File: src/rtl/sevenseg_scan_ctrl.sv
// sevenseg_scan_ctrl
// Scan controller for a shared hex segment decoder. Each digit slot is an
// all-off guard interval followed by a drive interval. New display data is
// held in a pending buffer and becomes active only at a frame boundary, or
// at once while the display is off.
module sevenseg_scan_ctrl #(
   parameter int NUM_DIGITS = 4,
   parameter int DWELL_CYC  = 50000,
   parameter int GUARD_CYC  = 500
) (
   input  logic                    Clk,
   input  logic                    Rst,
   input  logic                    scan_en,
   input  logic                    load,
   input  logic [4*NUM_DIGITS-1:0] data_in,
   input  logic [NUM_DIGITS-1:0]   blank_in,
   output logic                    load_ack,
   output logic [3:0]              dec_inp,
   output logic [NUM_DIGITS-1:0]   digit_en
);

   localparam int MAXC = (DWELL_CYC > GUARD_CYC) ? DWELL_CYC : GUARD_CYC;
   localparam int CW   = $clog2(MAXC + 1);
   localparam int IW   = $clog2(NUM_DIGITS);

   localparam logic [CW-1:0] GUARD_LAST = CW'(GUARD_CYC - 1);
   localparam logic [CW-1:0] DWELL_LAST = CW'(DWELL_CYC - 1);
   localparam logic [IW-1:0] IDX_LAST   = IW'(NUM_DIGITS - 1);

   typedef enum logic [1:0] {
      S_OFF   = 2'd0,
      S_GUARD = 2'd1,
      S_DRIVE = 2'd2
   } state_t;

   state_t                  state, nstate;
   logic [CW-1:0]           cnt, ncnt;
   logic [IW-1:0]           idx, nidx;
   logic                    frame_end;

   logic [4*NUM_DIGITS-1:0] act_data, pend_data, nxt_data;
   logic [NUM_DIGITS-1:0]   act_blank, pend_blank, nxt_blank;
   logic                    pend_valid;
   logic                    apply;

   logic [3:0]              dec_nxt;
   logic [NUM_DIGITS-1:0]   en_nxt;

   // State, slot counter and digit index registers
   always_ff @(posedge Clk or negedge Rst) begin
      if (!Rst) begin
         state <= S_OFF;
         cnt   <= '0;
         idx   <= '0;
      end else begin
         state <= nstate;
         cnt   <= ncnt;
         idx   <= nidx;
      end
   end

   // Next-state logic: guard then drive for every digit, frame end after the
   // last digit's drive; scan_en low forces OFF from any state
   always_comb begin
      nstate    = state;
      ncnt      = cnt;
      nidx      = idx;
      frame_end = 1'b0;
      if (!scan_en) begin
         nstate = S_OFF;
         ncnt   = '0;
         nidx   = '0;
      end else begin
         case (state)
            S_OFF: begin
               nstate = S_GUARD;
               ncnt   = '0;
               nidx   = '0;
            end
            S_GUARD: begin
               if (cnt == GUARD_LAST) begin
                  nstate = S_DRIVE;
                  ncnt   = '0;
               end else begin
                  ncnt = cnt + 1'b1;
               end
            end
            S_DRIVE: begin
               if (cnt == DWELL_LAST) begin
                  nstate = S_GUARD;
                  ncnt   = '0;
                  if (idx == IDX_LAST) begin
                     nidx      = '0;
                     frame_end = 1'b1;
                  end else begin
                     nidx = idx + 1'b1;
                  end
               end else begin
                  ncnt = cnt + 1'b1;
               end
            end
            default: begin
               nstate = S_OFF;
               ncnt   = '0;
               nidx   = '0;
            end
         endcase
      end
   end

   // Pending data goes live at the last cycle of a frame, or whenever the
   // display is dark (OFF now, or about to be)
   always_comb begin
      apply     = pend_valid & (frame_end | (state == S_OFF) | ~scan_en);
      nxt_data  = apply ? pend_data  : act_data;
      nxt_blank = apply ? pend_blank : act_blank;
   end

   // Double buffer: a load always lands in pending (latest wins); an apply
   // in the same cycle as a load uses the older pending contents
   always_ff @(posedge Clk or negedge Rst) begin
      if (!Rst) begin
         pend_data  <= '0;
         pend_blank <= '1;
         pend_valid <= 1'b0;
         act_data   <= '0;
         act_blank  <= '1;
      end else begin
         act_data  <= nxt_data;
         act_blank <= nxt_blank;
         if (load) begin
            pend_data  <= data_in;
            pend_blank <= blank_in;
            pend_valid <= 1'b1;
         end else if (apply) begin
            pend_valid <= 1'b0;
         end
      end
   end

   // Output values for the upcoming cycle, derived from the next state so the
   // registered outputs line up with the state they describe; the decoder
   // input is already valid during guard so segments settle before enable
   always_comb begin
      dec_nxt = 4'h0;
      en_nxt  = '1;
      if (nstate != S_OFF) begin
         for (int i = 0; i < NUM_DIGITS; i++) begin
            if (nidx == IW'(i)) begin
               dec_nxt   = nxt_data[4*i +: 4];
               en_nxt[i] = ~((nstate == S_DRIVE) & ~nxt_blank[i]);
            end
         end
      end
   end

   // Registered outputs
   always_ff @(posedge Clk or negedge Rst) begin
      if (!Rst) begin
         dec_inp  <= 4'h0;
         digit_en <= '1;
         load_ack <= 1'b0;
      end else begin
         dec_inp  <= dec_nxt;
         digit_en <= en_nxt;
         load_ack <= apply;
      end
   end

endmodule

File: config.mk
export PLATFORM = sky130hd
export DESIGN_NAME = sevenseg_scan_ctrl
export DESIGN_NICKNAME = d
export VERILOG_FILES = /design/src/rtl/sevenseg_scan_ctrl.sv
export SDC_FILE = /design/constraint.sdc
export NUM_CORES = 1
export LEC_CHECK = 0
export ABC_AREA = 1
export CAP_MARGIN = 20
export CORE_MARGIN = 2
export CORE_UTILIZATION = 61
export CTS_CLUSTER_SIZE = 16
export DETAILED_ROUTE_END_ITERATION = 10
export PLACE_DENSITY = 0.85
export SYNTH_ARGS = -nofsm -noshare
export SYNTH_HDL_FRONTEND = slang
export SYNTH_SLANG_ARGS = --single-unit
export TNS_END_PERCENT = 100
File: constraint.sdc
create_clock -name Clk -period 5.4 [get_ports Clk]
set_input_delay 0.81 -clock Clk [delete_from_list [all_inputs] [get_ports Clk]]
set_output_delay 0.81 -clock Clk [all_outputs]
set_load 0.005 [all_outputs]
---- Yosys cells after proc, flatten, opt, wreduce, memory -nomap -nowiden ----
Cells that the tools add are included.
operators by class
  reduce and logical (&&, ||, !) cells .... 4
  equality and inequality tests ........... 9
  bitwise gates (word level) .............. 16
  multiplexer cells ....................... 30
  $add $sub $neg .......................... 2
operators with widths
  operator                                                          number
  16-bit 2-to-1 mux                                                 4
  16-bit one-hot mux with 2 select lines                            1
  4-bit 2-to-1 mux                                                  7
  16-bit by 1-bit adder with 16-bit output, second input constant   1
  16-bit == test, second input constant                             1
  16-bit by 9-bit == test with 1-bit output, second input constant  1
  2-bit 2-to-1 mux                                                  6
  2-bit == test, second input constant                              5
  1-bit 2-to-1 mux                                                  10
  1-bit inverter                                                    9
  2-bit one-hot mux with 3 select lines                             1
  1-bit AND                                                         5
  2-bit by 1-bit == test with 1-bit output, second input constant   2
  2-bit logical NOT                                                 2
  2-bit one-hot mux with 2 select lines                             1
  2-bit nonzero test                                                2
  2-bit by 1-bit adder with 2-bit output, second input constant     1
  1-bit OR                                                          2
word-level totals
  flip-flop bits (word level) ............. 70
  output and inout port bits .............. 9
  word-level logic and storage cells ...... 72

---- Longest topological paths before layout ----
  word-level depth ........................ 14
  mapped depth ............................ 16
  mapped depth without buffers ............ 16

---- Least setup slack after synthesis ----
No wires, ideal clock.
  path type ............................... input-to-reg
  from .................................... in scan_en
  to ...................................... reg digit_en[1]
  data required time ...................... 5309 ps
  path slack .............................. 3545 ps
  stages .................................. 9
  setup time .............................. 91 ps
  data arrival time ....................... 1764 ps
  cells stage by stage .................... inv_1 > nor2_1 > nand2_4 > nand2_4 > buf_6 > inv_1 > or2_1 > o21ai_0 > nand3_1
on the way
  cells in the longest elaborated chain, start to end .. 10
  elaborated cells on any way between the ends .. 16
  those cells by class .................... 2 x eq/ne; 6 x mux; 7 x bitwise; 1 x reduce/logical
ends and longest elaborated chain
  item                    line  text
  start: declaration      13    input logic scan_en,
  1-bit 2-to-1 mux        69    if (!scan_en) begin
  1-bit OR                114   apply = pend_valid & (frame_end | (state == S_OFF) | ~scan_en);
  1-bit OR *              114
  1-bit AND *             114
  via apply               44    logic apply;
  4-bit 2-to-1 mux *      116   nxt_blank = apply ? pend_blank : act_blank;
  1-bit inverter *        151   en_nxt[i] = ~((nstate == S_DRIVE) & ~nxt_blank[i]);
  1-bit AND *             151
  1-bit inverter *        151
  1-bit 2-to-1 mux *      149   if (nidx == IW'(i)) begin
  4-bit 2-to-1 mux *      147   if (nstate != S_OFF) begin
  via en_nxt[1]           47    logic [NUM_DIGITS-1:0] en_nxt;
  end signal: assignment  165   digit_en <= en_nxt;
  end: declaration        19    output logic [NUM_DIGITS-1:0] digit_en
The timed path passes the listed nets; every way through them passes the cells marked *.
A chain may end at the register's enable or synchronous reset.

---- Worst setup path after layout ----
  from .................................... in scan_en
  to ...................................... reg digit_en[2]
Same word-level chain as after synthesis.

==> metrics.md <==
| Metric | Value |
|---|---|
| Status | finished, final reports clean |
| Number of placement rows | 26 |
| Total negative slack | 0 ps |
| Netlist cell types | 34 |
| Clk slew on worst S/H paths | 70 ps |
| Met3 WL | 175 um |
| Most frequent cells in the layout | nand2_1, dfrtp_1, inv_1 |
| Pleak | 1.82 nW |
| Max Slew Vio Count | 0 |
| Most common cell after layout, fill and taps aside | nand2_1 |
| Cts bufs inserted | 9 |
| Worst Path Required | 5650 ps |
| Drt drc | 0 |
| Via-per-instance ratio | 5.11 |
| Clk sinks | 70 |
| Tcrit/Tclk final | 42.4% |
| M1 WL | 2.62 mm |
| Antenna cell count | 0 |
| Final HPWL DP | 4.41 mm |
| Layout Skew | 8.24 ps |
| Post-cts hold buffer count | 0 |
| Layout cell share with drive strength beyond 1 | 12.9% |
| WL/cell | 13.0 um |
| H-tree levels | 3 |
| Int Power | 0.909 mW |
| CP top delay family | simple AND/OR/NAND/NOR gates |
| FFs w/ async S/R, synth | 100% |
| DRT iter0 DRCs | 93 |
| Max-slew headroom | 43.5% |
| Die height | 76.9 um |
| Startpoint Class | input port |
| Vias in the first global route | 2461 |
| Total GRT Usage | 24.3% |
| CP arrival | 2550 ps |
| Post-DRT Antenna Nets | 0 |
| Syn avg cell area | 8.75 um^2 |
| Number of fill cells in the layout | 385 |
| Final WL | 6.29 mm |
| Switching share of power | 23.5% |
| Worst min path class | flip-flop to flip-flop |
| Number of failing hold endpoints at the final stage | 0 |
| Worst R2R Setup Slack | 3300 ps |
| Post-route insts no fill | 482 |
| GR Overflow Total | 0 |
| Max Cap Viol | 0 |
| Yosys reg bits | 70 |
| Initial Utilization | 63.4% |
| Slowest stage delay, CP | 480 ps |
| Sequential power share | 49.3% |
| Sequential share of the synthesized area | 54.6% |
| Vias | 2462 |
| Post_cts resized | 0 |
| FF/Latch Area | 1770 um^2 |
| Clock latency at the later pin of the worst-skew pair | 340 ps |
| Synth Net Count | 400 |
| Post-Place Worst Slack | 2740 ps |
| Least-Margin Pin Slew | 847 ps |
| Synthesized area | 3240 um^2 |
| Input/output buffers | 32 |
| Critical Path Fanout Max | 34 |
| Synth Instances | 370 |
| Routed wl met2 | 3.34 mm |
| Setup ws final | 3110 ps |
| Drt pass-1 iters | 5 |
| Ys Warns | 0 |
| Critical-path top delay cell | clkdlybuf4s50_1 |
| Worst ir drop on vdd | 0.248 mV |
| Worst Path Class, Setup | input port to flip-flop |
| Clk pwr share | 40.5% |
| Area growth, synth to finish | 19.2% |
| CTS root buf | clkbuf_8 |
| Post-CTS setup buffers | 0 |
| Post-synth EDFFs | 0 |
| F_max | 436 MHz |
| GPL Wtd Cong | 0.870 |
| Top_reg_cell synth | dfrtp_1 |
| Die width | 76.9 um |
| Io pins | 33 |
| CP endpoint kind | flip-flop |
| Sw power | 0.280 mW |
| Initial antenna violation count | 0 |
| TritonCTS clock tree | built |
| Final Total Pwr | 1.19 mW |
| Crit-path cells | clkdlybuf4s50_1 > inv_1 > nor2_1 > nand2_4 > nand2_4 > inv_1 > or2_1 > o21ai_0 > nand3_1 |
| Final Setup Violations | 0 |
| Combinational share of power | 10.2% |
| WP buf/inv | 3 |
| P per Cell Area | 308 nW/um^2 |
| CTS Buffer Depth | 2 |
| Max Used Layer | met4 |
| Largest net degree at the start of global routing | 71 |
| First-pass GRT wire length | 11.1 mm |
| RSZ-0062 raised after global routing | false |
| Min Tclk post-route | 2290 ps |
| Nets | 437 |
| Die area | 5910 um^2 |
| Core Region | 5110 um^2 |
| Core Util, Final | 75.6% |
| Area of the multi-input gates | 1210 um^2 |
| Cells after DPL | 465 |
power groups by stage:
stage | Clock, mW | Combinational [mW] | Sequential (mW)
after floorplan | 0 | 0.0729 | 0.591
after global placement | 0 | 0.115 | 0.594
after detailed placement | 0 | 0.120 | 0.595
after CTS | 0.490 | 0.122 | 0.586
after global routing | 0.516 | 0.141 | 0.590
final | 0.481 | 0.121 | 0.585
worst paths after layout:
path                       depth (start not counted)    start      endpoint
max in group asynchronous                          2      Rst  pend_data[1]
min                                                1   cnt[0]        cnt[0]
max                                                9  scan_en   digit_en[2]
min reg2reg                                        1   cnt[0]        cnt[0]
max reg2reg                                       11   cnt[0]    dec_inp[0]
min in group asynchronous                          2      Rst        cnt[0]
layer usage:
metal / global-route usage (%) / up-vias
met4: 14.5 / 0
met1: 30.0 / 1163
met2: 40.4 / 43
li1: - / 1242
met3: 3.65 / 14
met5: 0 / -
worst register-to-register path: cells and delay by family, from the launching register on:
| kind | cells | cell delay [ps] |
|---|---|---|
| AND/OR/NAND/NOR | 8 | 1010 |
| AO/OA/AOI/OAI | 2 | 390 |
| adder cells (fa/ha/maj) | 1 | 260 |
| flip-flops | 1 | 370 |
kinds of logic (layout without fill, tap and decap cells):
logic type	after synthesis	count (layout)	share of synthesized area, %
flip-flops	70	70	54.6
AND/OR/NAND/NOR	173	173	23.7
multiplexers	5	5	1.74
buffers and inverters	64	106	7.96
AO/OA/AOI/OAI	44	44	7.53
XOR/XNOR	8	8	2.16
adder cells (fa/ha/maj)	6	6	2.32
final cells by class:
type                       instances  share of cell area [%]
clock buffer                      11                    3.92
timing repair buffer              34                    9.07
sequential                        70                    45.8
clock inverter                     5                    2.11
inverter                          56                    5.44
multi-input combinational        236                    31.4
tap                               70                    2.27
synthesized netlist by cell type (2+ instances only):
cell type,n,area [um^2]
o21a_1,4,30.0
inv_2,2,7.51
nand4_1,6,37.5
or2_1,2,12.5
nor2_1,37,139
o21ai_0,23,115
ha_1,6,75.1
xor2_1,5,43.8
nor2_2,4,25.0
clkbuf_1,3,11.3
o21ai_2,2,17.5
inv_1,53,199
mux2_2,5,56.3
buf_2,2,10.0
buf_6,2,22.5
a21oi_1,5,25.0
nand2_1,83,312
o21ai_1,7,35.0
nand2_4,2,22.5
and3_1,2,12.5
nor3_1,8,40.0
dfstp_2,12,315
dfrtp_1,58,1450
xnor2_1,3,26.3
nor4_1,2,12.5
a31oi_1,2,12.5
nand2_2,4,25.0
nand3_1,20,100
state kept, by name (all words and copies together) (netlist names):
register	cells
pend_data	16
idx	2
pend_valid	1
dec_inp	4
digit_en	4
cnt	16
pend_blank	4
load_ack	1
act_data	16
act_blank	4
state	2
metrics by stage:
stage	hold slack, ps	instance area [um^2]
after detailed placement	451	3600
after floorplan	425	3240
after global placement	443	3600
after CTS	462	3830
after global routing	496	3860
final	460	3860
(Power assumes the default switching activity.)
